## src/rtl/pix_fill_ctrl.sv

```systemverilog
// Input-pixel fill controller: accepts bus pixels into a circular input pad and
// tracks resident / released pixels for the downstream datapath controller.
module pix_fill_ctrl #(
    parameter int PIX_WD = 8,
    parameter int DEPTH  = 16,
    parameter int AW     = $clog2(DEPTH),
    parameter int LEN_WD = 8
) (
    input  logic              i_clk,
    input  logic              i_rstn,
    input  logic              i_start,
    input  logic [LEN_WD-1:0] i_len,
    input  logic              i_pix_valid,
    output logic              o_pix_ready,
    input  logic [PIX_WD-1:0] i_pix_data,
    output logic              o_wr_en,
    output logic [AW-1:0]     o_wr_addr,
    output logic [PIX_WD-1:0] o_wr_data,
    output logic [AW-1:0]     o_base_addr,
    output logic [AW:0]       o_avail,
    input  logic              i_rel_valid,
    input  logic [AW:0]       i_rel_cnt,
    output logic              o_busy,
    output logic              o_done,
    output logic              o_error
);

    typedef enum logic [1:0] {IDLE, FILL, DRAIN, DONE} state_t;

    localparam logic [AW:0] FULL = (AW+1)'(DEPTH);

    state_t            state;
    logic [LEN_WD-1:0] len;
    logic [LEN_WD-1:0] rcv_cnt;
    logic [AW:0]       occ;
    logic [AW-1:0]     wr_ptr;

    logic              hs;
    logic              rel_active;
    logic              rel_ok;
    logic              rel_bad;
    logic [AW:0]       rel_amt;
    logic [AW:0]       avail_next;
    logic [AW:0]       occ_next;

    // Ready depends only on registered state, so there is no path from i_pix_valid.
    assign o_pix_ready = (state == FILL) && (rcv_cnt < len) && (occ < FULL);
    assign hs          = i_pix_valid && o_pix_ready;

    assign rel_active  = i_rel_valid && ((state == FILL) || (state == DRAIN));
    assign rel_ok      = rel_active && (i_rel_cnt <= o_avail);
    assign rel_bad     = rel_active && !rel_ok;
    assign rel_amt     = rel_ok ? i_rel_cnt : '0;

    // o_wr_en is the commit of last cycle's handshake; occ already counted it.
    assign avail_next  = o_avail + {{AW{1'b0}}, o_wr_en} - rel_amt;
    assign occ_next    = occ + {{AW{1'b0}}, hs} - rel_amt;

    // NOTE: all state below is updated with non-blocking assignments only, so every
    // right-hand side sees the pre-edge value regardless of statement order.
    always_ff @(posedge i_clk or negedge i_rstn) begin
        if (!i_rstn) begin
            state       <= IDLE;
            len         <= '0;
            rcv_cnt     <= '0;
            occ         <= '0;
            wr_ptr      <= '0;
            o_wr_en     <= 1'b0;
            o_wr_addr   <= '0;
            o_wr_data   <= '0;
            o_base_addr <= '0;
            o_avail     <= '0;
            o_busy      <= 1'b0;
            o_done      <= 1'b0;
            o_error     <= 1'b0;
        end else begin
            o_wr_en <= hs;
            o_done  <= 1'b0;
            if (hs) begin
                o_wr_addr <= wr_ptr;
                o_wr_data <= i_pix_data;
                wr_ptr    <= wr_ptr + AW'(1);
                rcv_cnt   <= rcv_cnt + LEN_WD'(1);
            end

            if ((state == FILL) || (state == DRAIN)) begin
                occ     <= occ_next;
                o_avail <= avail_next;
                if (rel_ok)
                    o_base_addr <= o_base_addr + rel_amt[AW-1:0];
                if (rel_bad)
                    o_error <= 1'b1;
            end

            case (state)
                IDLE: begin
                    if (i_start) begin
                        state       <= FILL;
                        len         <= i_len;
                        rcv_cnt     <= '0;
                        occ         <= '0;
                        wr_ptr      <= '0;
                        o_avail     <= '0;
                        o_base_addr <= '0;
                        o_error     <= 1'b0;
                        o_busy      <= 1'b1;
                    end
                end
                FILL: begin
                    if (rcv_cnt == len)
                        state <= DRAIN;
                end
                DRAIN: begin
                    // Finishing on the post-release count lets the last release end the tile.
                    if (!o_wr_en && (avail_next == '0)) begin
                        state  <= DONE;
                        o_done <= 1'b1;
                    end
                end
                DONE: begin
                    state  <= IDLE;
                    o_busy <= 1'b0;
                end
                default: state <= IDLE;
            endcase
        end
    end

endmodule

```

## config.mk

```make
export PLATFORM = sky130hd
export DESIGN_NAME = pix_fill_ctrl
export DESIGN_NICKNAME = d
export VERILOG_FILES = /design/src/rtl/pix_fill_ctrl.sv
export SDC_FILE = /design/constraint.sdc
export NUM_CORES = 1
export LEC_CHECK = 0
export ABC_AREA = 1
export CORE_ASPECT_RATIO = 1.2
export CORE_MARGIN = 10
export CORE_UTILIZATION = 35
export DETAILED_ROUTE_END_ITERATION = 16
export HOLD_SLACK_MARGIN = 0.03
export SYNTH_ARGS = -nofsm -noshare
export SYNTH_HDL_FRONTEND = slang
export SYNTH_SLANG_ARGS = --single-unit
```

## constraint.sdc

```tcl
create_clock -name i_clk -period 5.75 [get_ports i_clk]
set_input_delay 1.725 -clock i_clk [delete_from_list [all_inputs] [get_ports i_clk]]
set_output_delay 1.725 -clock i_clk [all_outputs]
set_load 0.005 [all_outputs]
```

After elaboration in Yosys (flattened, before gate mapping). Cells that the tools add are included.

Register bits: 52. Word-level logic and storage cells: 75. Bits of input ports: 26.

Reductions and logical operators: 16. Muxes and demuxes: 29. Add/subtract/negate cells: 7. $lt $le $gt $ge: 3. Eq/ne operators: 7.

Operators by type and width (count): $mux 5 (7); $mux 4 (7); $mux 8 (3); $add 5x1->5 (2); $sub 5x5->5 (2); $add 8x1->8 const B (1); $eq 8x8->1 (1); $lt 8x8->1 (1); $pmux 2 s4 (1); $logic_and 1x1->1 (7); $mux 1 (7); $mux 2 (3); $le 5x5->1 (1); $logic_not 5->1 (1); $lt 5x5->1 const B (1); $add 4x1->4 const B (1); $add 4x4->4 (1); $eq 2x2->1 const B (2); $ne 2x1->1 const B (2); $reduce_and 2->1 (2); $reduce_and 3->1 (1); $eq 2x1->1 const B (1); $logic_not 1->1 (2); $logic_not 2->1 (1); other kinds (4) (4).

Longest topological paths before layout. Gate-level depths: netlist of run 1.

Depth after elaboration: 10. Mapped depth: 25. Depth with buffers taken out: 25.

Worst setup path after synthesis of run 1. No wires, ideal clock.

Path kind: input to register. Start: in i_rel_cnt[4]. End: reg state[1]. Setup time: 0.130 ns. Stages on the path: 20. Arrival: 4.322 ns. Setup slack: 1.298 ns. Buffers on the path: 0. Cells stage by stage: ha_1 nand2_2 inv_1 nand2_1 nand3_2 nand2_2 nand2_4 nor2_1 inv_1 or2_2 nand2_1 ha_1 fa_1 nor4_1 and2_1 nand3_2 nand2_2 nand2_2 nand2_1 o21ai_0.

Longest elaborated chain between the ends: 8.

RTL lines: start, declared (line 22) `input logic [AW:0] i_rel_cnt,`; $le 5x5->1 (line 51) `assign rel_ok = rel_active && (i_rel_cnt <= o_avail);`; $logic_and 1x1->1 (line 51); $mux 5 * (line 53) `assign rel_amt = rel_ok ? i_rel_cnt : '0;`; $sub 5x5->5 * (line 56) `assign avail_next = o_avail + {{AW{1'b0}}, o_wr_en} - rel_amt;`; $logic_not 5->1 * (line 115) `if (!o_wr_en && (avail_next == '0)) begin`; $logic_and 1x1->1 * (line 115); $ne 2x1->1 (no source line) *; $reduce_and 3->1 (no source line) *; end signal, assigned (line 116) `state <= DONE;`; end signal, assigned (line 121) `state <= IDLE;`; end signal, assigned (line 124) `default: state <= IDLE;`; end, declared (line 32) `state_t state;`.

Mark *: on every way between the ends. The rest lies on a longest branch, timed or not. A chain may end at the register's enable or synchronous reset.

Final worst setup path of run 1.
Start: in i_rel_cnt[3]. End: reg state[1].

Same word-level chain as after synthesis.

==> flow_metrics.py, run 1 <==
metrics = {
    "final_layout": {
        "multi_input_area_sq_um": 1590,
        "seq_area_sq_um": 1300,
        "final_layout_size_suffix_gt1_share_pct": 6.50,
        "nFillCells": 903,
        "nets": 494,
        "diodes": 0,
        "syn_to_final_growth_pct": 22.8,
        "post-route-util_pct": 44.6,
    },
    "min_path": {
        "hold_start": "o_wr_addr[2]",
        "hold_path.class": "flip-flop to flip-flop",
        "holdPathStages": 2,
        "min_to": "o_wr_addr[2]",
    },
    "timing": {
        "rsz0062_at_grt": "false",
        "layout_min_cycle_time_ps": 4870,
        "slew_viol_final": 0,
        "max-slew-margin-rel_pct": 49.3,
        "hold_viol": 0,
        "setup-violations-final": 0,
        "min_period_over_period_pct": 84.6,
        "clock.fmax_mhz": 206,
        "fin_worst_skew_ps": 10.1,
        "fin_setup_tns_ps": 0,
        "worstMarginPinSlew_ps": 760,
    },
    "die": {
        "io_pins": 52,
        "die_x_um": 107,
        "die_h_um": 124,
        "initial_utilization_pct": 36.3,
        "num_rows": 37,
        "die_area_sq_um": 13200,
        "core_sq_um": 8660,
    },
    "clock_network": {
        "hold_buffers": 0,
        "clock_latency_ps": 310,
        "clkTransAtPathRegs_ps": 100,
        "h-tree-depth": 2,
        "cts_root_buf": "clkbuf_8",
        "cts_tree": "built",
        "post_cts_buffers": 0,
        "cts.sinks": 52,
        "clock_path_buffers": 2,
        "cts-resized-gates": 0,
        "cts-buffers-inserted": 5,
    },
    "yosys": {
        "synth_nets": 442,
        "synth.distinct_cells": 34,
        "yosysTopAreaCell": "dfrtp_1",
        "synth_top_area_share_pct": 41.4,
        "ys_async_sr_fraction_pct": 100,
        "yosys-top-cells-count": "nand2_1 (82), inv_1 (57), dfrtp_1 (52)",
        "ys_top_cells_by_area": "dfrtp_1 (41%), ha_1 (14%), nand2_1 (9.8%)",
        "postSynthCellCount": 378,
        "synth-seq-cells": 52,
        "synth.avg_cell_area_sq_um": 8.32,
        "synth_area_sq_um": 3150,
        "yosysSeqAreaShare_pct": 41.4,
        "dominantRegCellSynth": "dfrtp_1",
        "synth_edf_count": 0,
        "yosysMostFrequentCell": "nand2_1",
        "ys_warn_count": 0,
    },
    "status": {
        "outcome": "complete, no violations",
    },
    "global_routing": {
        "grt.total_usage_pct": 11.0,
        "grt_pass1_vias": 2528,
        "grt_first_pass_wirelength_um": 11900,
        "grt_max_degree": 53,
        "grt_overflow": 0,
        "antenna_found_initial": 0,
    },
    "routing": {
        "ant_nets": 0,
        "drtPass1Iterations": 4,
        "wire_per_inst_um": 12.7,
        "wl_um": 6940,
        "drtIter0Drc": 102,
        "drc_errors": 0,
        "vias": 2516,
        "vias_per_cell": 4.59,
    },
    "setup_path": {
        "startpoint": "i_rel_cnt[3]",
        "r2r_start": "state[1]",
        "reg2reg_depth": 18,
        "end_kind": "flip-flop",
        "required_ps": 5940,
        "r2r_end": "state[1]",
        "arrival_ps": 5060,
        "rrSetupSlack_ps": 2120,
        "critPathKind": "primary input to flip-flop",
        "cp-start-kind": "primary input",
        "cp_max_fo": 9,
    },
    "place": {
        "gp_congestion": 0.773,
        "io_buffers": 51,
        "hpwlAfterDp_um": 5250,
    },
    "pwr": {
        "pwr-share-seq_pct": 29.7,
        "swShare_pct": 43.4,
        "power_frac_comb_pct": 60.1,
        "power.density_nw_per_um2": 529,
        "p_int_w": 0.00116,
        "p_switching_w": 0.000887,
        "leakage_nw": 1.94,
        "max-vdd-ir-drop_uv": 212,
        "power_frac_clock_pct": 10.2,
    },
    "job": {
        "drv_cap": 0,
    },
}
==> worst max-delay path, cell delays in order <==
cell and delay, ps:
clkdlybuf4s50_1 540, ha_1 260, nand2_2 90, inv_1 40, nand2_1 70, nand3_2 110
a21oi_4 270, nand2_1 180, ha_1 360, fa_1 470, xor2_1 200, nor4_1 210
and2_1 190, nand3_2 90, nand2_2 60, nand2_2 60, nand2_1 60, o21ai_0 70
==> metrics by stage <==
| step | std cells | hold slack [ps] | instance area [sq um] | total power (W) | worst slack (ps) |
|---|---|---|---|---|---|
| floorplan | 378 | 455 | 3150 | 0.00148 | 1300 |
| CTS | 548 | 496 | 3860 | 0.00209 | 897 |
| finish | 548 | 489 | 3860 | 0.00205 | 885 |
| global route | 548 | 519 | 3860 | 0.00229 | 557 |
| detailed placement | 540 | 470 | 3780 | 0.00186 | 552 |
| global placement | 540 | 466 | 3780 | 0.00183 | 671 |
==> routing by layer <==
metal	up-vias	share of wire [%]	wire [um]	GRT usage [%]
met5	-	0	0	0
li1	1310	-	-	-
met4	0	2.0	141	4.66
met2	50	49	3400	19.0
met3	7	5.0	348	2.84
met1	1149	44	3050	12.7
==> state kept, by name, summed over array words and instances (netlist names) <==
register     cells
o_done           1
o_error          1
o_base_addr      4
o_avail          5
len              8
state            2
o_wr_addr        4
o_wr_en          1
o_busy           1
rcv_cnt          8
o_wr_data        8
wr_ptr           4
occ              5
==> layout make-up <==
class | count | area share (%)
Tap cell | 117 | 3.79
Multi-Input combinational cell | 260 | 41.2
Timing Repair Buffer | 53 | 13.5
Clock buffer | 5 | 1.78
Inverter | 58 | 5.63
Sequential cell | 52 | 33.7
Clock inverter | 3 | 0.486
==> worst max-delay path by stage <==
| stage | end | depth (start not counted) |
|---|---|---|
| 5_1_grt | occ[4] | 25 |
| 3_3_place_gp | state[1] | 21 |
| 6_report | state[1] | 18 |
| 4_1_cts | state[1] | 21 |
| 2_1_floorplan | state[1] | 20 |
| 3_5_place_dp | state[1] | 21 |
==> power by group through the flow <==
stage	registers, W	clock network, W	logic, W
global route	0.000627	0.000234	0.00143
CTS	0.000610	0.000221	0.00125
global placement	0.000614	0	0.00121
detailed placement	0.000615	0	0.00125
finish	0.000608	0.000209	0.00123
floorplan	0.000598	0	0.000878
==> logic make-up (layout without fill, tap and decap cells) <==
kind of cell	after synthesis	after routing	share of synthesized area (%)
AO/OA/AOI/OAI	56	56	9.98
adder cells (fa/ha/maj)	38	38	15.8
flip-flops	52	52	41.4
AND/OR/NAND/NOR	155	155	21.7
XOR/XNOR	11	11	3.06
buffers and inverters	66	119	8.07
==> placed cells by master (no fill, tap or decap), types with 2 or more instances in the layout <==
cell,instances
nand3_2,3
nor2_4,2
fa_1,3
clkbuf_8,5
dfrtp_1,52
nand4_1,3
a21oi_1,18
nand2_1,82
nand3_1,11
o21ai_0,28
xnor2_1,8
a211oi_1,3
nand2_2,6
o211ai_1,2
clkinv_2,2
nor2_1,38
buf_4,2
clkdlybuf4s50_1,50
inv_1,57
nor3_1,2
xor2_1,3
ha_1,35
nor4_1,2
Power figures use the tool's default switching activity.
==> inputs of run 2 (changes only) <==
Clock period 5.75 ns to 5.04 ns, I/O delays scaled along.
==> flow_metrics.py, run 2 (synthesis results as in run 1) <==
metrics = {
    "setup_path": {
        "worstPathCellList": "clkdlybuf4s50_1 -> ha_1 -> nand2_2 -> inv_1 -> nand2_1 -> nand3_2 -> nand2_2 -> nand2_4 -> nor2_1 -> inv_1 -> or2_2 -> nand2_1 -> ha_1 -> fa_1 -> nor4_1 -> and2_1 -> nand3_2 -> nand2_2 -> nand2_2 -> nand2_1 -> o21ai_0",
        "startpoint": "i_rel_cnt[3]",
        "critical_path_buf_inv_count": 3,
        "crit_top_cell": "nand2_2",
        "endpoint": "state[1]",
        "reg2reg_depth": 18,
        "cp_max_fo": 5,
        "crit_family": "simple AND/OR/NAND/NOR gates",
        "required_ps": 5210,
        "rrSetupSlack_ps": 1290,
        "critPathSlowestCell": "clkdlybuf4s50_1",
        "critPathKind": "primary input to flip-flop",
        "max_stage_delay_ps": 550,
        "r2r_end": "state[1]",
        "cp-start-kind": "primary input",
        "path_depth": 21,
        "end_kind": "flip-flop",
        "arrival_ps": 4960,
        "r2r_start": "state[0]",
    },
    "final_layout": {
        "post-route-util_pct": 45.3,
        "layout_commonest_cell": "nand2_1",
        "syn_to_final_growth_pct": 24.6,
        "nets": 496,
        "diodes": 0,
        "final_cell_mix": "nand2_1 (82), inv_1 (57), dfrtp_1 (52)",
        "final_layout_size_suffix_gt1_share_pct": 6.71,
        "reg_top3": "len: 8 flops, o_wr_data: 8 flops, rcv_cnt: 8 flops",
    },
    "pwr": {
        "p_switching_w": 0.00101,
        "swShare_pct": 41.5,
        "power_frac_comb_pct": 58.1,
        "leakage_nw": 1.96,
        "power_frac_clock_pct": 13.5,
        "max-vdd-ir-drop_uv": 211,
        "p_int_w": 0.00143,
        "pwr-share-seq_pct": 28.4,
        "power.density_nw_per_um2": 623,
    },
    "clock_network": {
        "cts-buffers-inserted": 5,
        "post_cts_buffers": 0,
        "cts_tree": "built",
        "clock_latency_ps": 300,
        "h-tree-depth": 2,
        "hold_buffers": 0,
        "cts-resized-gates": 0,
        "clock_path_buffers": 2,
        "cts_root_buf": "clkbuf_8",
        "clkTransAtPathRegs_ps": 90,
        "cts.sinks": 52,
    },
    "routing": {
        "drc_errors": 0,
        "wl_um": 6980,
        "vias": 2541,
        "drtPass1Iterations": 4,
        "drtIter0Drc": 120,
        "ant_nets": 0,
        "wire_per_inst_um": 12.7,
        "vias_per_cell": 4.63,
    },
    "die": {
        "num_rows": 37,
        "initial_utilization_pct": 36.3,
        "die_x_um": 107,
        "die_h_um": 124,
        "die_area_sq_um": 13200,
        "io_pins": 52,
        "core_sq_um": 8660,
    },
    "timing": {
        "setup_slack_ps": 255,
        "setup-violations-final": 0,
        "hold_viol": 0,
        "min_period_over_period_pct": 94.9,
        "fin_worst_skew_ps": 5.57,
        "rsz0062_at_grt": "false",
        "clock.fmax_mhz": 209,
        "layout_min_cycle_time_ps": 4790,
        "worstMarginPinSlew_ps": 760,
        "slew_viol_final": 0,
        "max-slew-margin-rel_pct": 49.3,
    },
    "global_routing": {
        "grt_max_degree": 53,
        "grt_first_pass_wirelength_um": 12200,
        "grt_overflow": 0,
        "grt_pass1_vias": 2610,
        "antenna_found_initial": 0,
        "grt.total_usage_pct": 11.1,
    },
    "place": {
        "gp_congestion": 0.786,
        "io_buffers": 51,
        "hpwlAfterDp_um": 5360,
        "post-place-ws_ps": -15.9,
    },
    "job": {
        "drv_cap": 0,
    },
    "min_path": {
        "hold_path.class": "flip-flop to flip-flop",
    },
    "status": {
        "outcome": "complete, no violations",
    },
}
run 2: how the worst min path moves through the flow:
stage / startpoint / endpoint / slack [ps] / cells past startpoint
final: o_wr_data[6] / o_wr_data[6] / 490 / 2
after global routing: o_wr_data[7] / o_wr_data[7] / 520 / 2
after CTS: o_wr_data[7] / o_wr_data[7] / 490 / 2
after detailed placement: o_wr_data[6] / o_wr_data[6] / 470 / 2
after global placement: o_wr_data[7] / o_wr_data[7] / 470 / 2
after floorplan: len[0] / len[0] / 460 / 2
run 2: routing by layer:
layer / global-route usage (%) / part of all wire, %
met1: 13.1 / 44
met2: 19.8 / 50
met3: 2.58 / 4.4
met4: 3.47 / 1.3
met5: 0 / 0
run 2: stage by stage:
step / setup TNS [ps] / cells / total power [W] / hold WS, ps / instance area, sq um
floorplan: 0 / 378 / 0.00168 / 455 / 3150
global placement: 0 / 542 / 0.00209 / 466 / 3790
detailed placement: -17.2 / 542 / 0.00214 / 470 / 3790
CTS: 0 / 549 / 0.00248 / 495 / 3920
global route: 0 / 549 / 0.00271 / 518 / 3920
finish: 0 / 549 / 0.00244 / 487 / 3920
run 2: power groups by stage:
stage	logic (W)	clock network, W	registers, W
after floorplan	0.00100	0	0.000682
after global placement	0.00139	0	0.000701
after detailed placement	0.00144	0	0.000703
after CTS	0.00144	0.000344	0.000698
after global routing	0.00163	0.000362	0.000717
final	0.00142	0.000330	0.000693
run 2: tightest hold or removal path: stages (launching register included):
cell,delay (ps)
dfrtp_1,360
nand2_1,50
nand2_1,50
run 2: cell type report:
class / instances / area (sq um)
fillers: 879 / 4740
multi-input cells: 260 / 1590
flip-flops and latches: 52 / 1300
repair buffers: 55 / 536
inverters: 58 / 218
well taps: 117 / 146
clock buffers: 5 / 68.8
clock inverters: 2 / 60.1
==> inputs of run 3 (changes only) <==
Settings changed: CELL_PAD_IN_SITES_DETAIL_PLACEMENT set to 1, CELL_PAD_IN_SITES_GLOBAL_PLACEMENT set to 1, CORE_UTILIZATION 35 to 30, PLACE_DENSITY_LB_ADDON set to 0.1.
==> flow_metrics.py, run 3 (synthesis results as in run 1) <==
metrics = {
    "place": {
        "hpwlAfterDp_um": 6300,
        "gp_congestion": 0.751,
        "io_buffers": 51,
        "dpl-instance-area_sq_um": 3800,
    },
    "clock_network": {
        "h-tree-depth": 2,
        "cts_tree": "built",
        "clock_path_buffers": 2,
        "clock_latency_ps": 290,
        "cts-buffers-inserted": 5,
        "cts_root_buf": "clkbuf_16",
        "cts.sinks": 52,
        "hold_buffers": 0,
        "clkTransAtPathRegs_ps": 70,
    },
    "timing": {
        "fin_setup_tns_ps": 0,
        "worstMarginPinSlew_ps": 828,
        "max-slew-margin-rel_pct": 44.8,
        "setup-violations-final": 0,
        "fin_worst_skew_ps": 7.35,
        "hold_viol": 0,
        "clock.fmax_mhz": 210,
        "rsz0062_at_grt": "false",
        "layout_min_cycle_time_ps": 4760,
        "hold-worst-slack_ps": 477,
        "min_period_over_period_pct": 94.5,
        "slew_viol_final": 0,
    },
    "final_layout": {
        "reg_top3": "len: 8 flops, o_wr_data: 8 flops, rcv_cnt: 8 flops",
        "nFillCells": 1229,
        "layout_commonest_cell": "nand2_1",
        "syn_to_final_growth_pct": 26.3,
        "diodes": 0,
        "nets": 496,
        "final_cell_mix": "nand2_1 (82), inv_1 (57), dfrtp_1 (52)",
        "multi_input_area_sq_um": 1590,
        "fin_area_sq_um": 3970,
        "seq_area_sq_um": 1300,
        "final_layout_size_suffix_gt1_share_pct": 6.93,
    },
    "die": {
        "die_h_um": 132,
        "core_sq_um": 10100,
        "io_pins": 52,
        "num_rows": 40,
        "initial_utilization_pct": 31.1,
        "die_area_sq_um": 15000,
        "die_x_um": 113,
    },
    "setup_path": {
        "required_ps": 5200,
        "cp_max_fo": 5,
        "critPathKind": "primary input to flip-flop",
        "worstPathCellList": "clkdlybuf4s50_1 -> ha_1 -> nand2_2 -> inv_1 -> nand2_1 -> nand3_2 -> nand2_2 -> nand2_4 -> nor2_1 -> inv_1 -> or2_2 -> nand2_1 -> ha_1 -> fa_1 -> nor4_1 -> and2_1 -> nand3_2 -> nand2_2 -> nand2_2 -> nand2_1 -> o21ai_0",
        "crit_top_cell": "nand2_2",
        "end_kind": "flip-flop",
        "arrival_ps": 4930,
        "max_stage_delay_ps": 530,
        "critPathSlowestCell": "clkdlybuf4s50_1",
        "cp-start-kind": "primary input",
    },
    "routing": {
        "wl_met1_um": 3540,
        "drtIter0Drc": 40,
        "wire_per_inst_um": 14.9,
        "drc_errors": 0,
        "ant_nets": 0,
        "wl_met2_um": 4200,
        "vias_per_cell": 4.69,
        "drtPass1Iterations": 4,
        "vias": 2622,
        "top_layer_used": "met4",
        "wl_um": 8310,
        "met3_length_um": 475,
    },
    "pwr": {
        "power.density_nw_per_um2": 643,
        "leakage_nw": 1.98,
        "max-vdd-ir-drop_uv": 248,
    },
    "min_path": {
        "hold_path.class": "flip-flop to flip-flop",
    },
    "global_routing": {
        "grt_overflow": 0,
        "grt_max_degree": 30,
        "grt_pass1_vias": 2886,
        "grt.total_usage_pct": 11.7,
        "antenna_found_initial": 0,
        "grt_first_pass_wirelength_um": 14500,
    },
    "job": {
        "drv_cap": 0,
    },
    "status": {
        "outcome": "complete, no violations",
    },
}
-- run 3: worst max-delay path: cells and delay by family --
family                   cells  cell delay (ps)
AO/OA/AOI/OAI                1               70
AND/OR/NAND/NOR             14             1790
buffers and inverters        3              690
adder cells (fa/ha/maj)      3              870
-- run 3: worst paths after layout --
path	start	end	slack (ps)	cells past startpoint
setup / recovery	i_rel_cnt[3]	state[1]	280	21
hold / removal	o_wr_data[4]	o_wr_data[4]	480	2
setup reg to reg	state[0]	state[1]	1210	18
hold reg to reg	o_wr_data[4]	o_wr_data[4]	480	2
max in group asynchronous	i_rstn	occ[0]	2990	2
min in group asynchronous	i_rstn	len[2]	1220	1
-- run 3: timing repair --
action,4_1_cts,5_1_grt
resized for setup,0,2
setup buffers,0,0
endpoints found under the setup margin,0,2
-- run 3: stage by stage --
step	cells	setup WS [ps]	power (W)	util (%)
detailed placement	551	1.54	0.00219	37.6
floorplan	378	801	0.00168	-
global placement	551	139	0.00215	37.6
global route	559	27.9	0.00286	39.3
CTS	559	296	0.00262	39.3
finish	559	276	0.00255	39.3
-- run 3: power breakdown --
group | switching, W | internal [W]
Clock | 0.000164 | 0.000237
Sequential | 0.000110 | 0.000583
Combinational | 0.000803 | 0.000656
Total | 0.00108 | 0.00148
-- run 3: cell type report --
type                       count  share of cell area (%)
timing repair buffer          55                    13.5
tap                          126                    3.97
multi-input combinational    260                    40.1
sequential                    52                    32.8
inverter                      58                    5.48
clock inverter                 2                   0.976
clock buffer                   6                    3.24
-- run 3: metal layers --
metal / track usage [%] / up-vias
met4: 3.18 / 0
met5: 0 / -
li1: - / 1310
met2: 20.1 / 39
met3: 3.32 / 5
met1: 13.8 / 1268
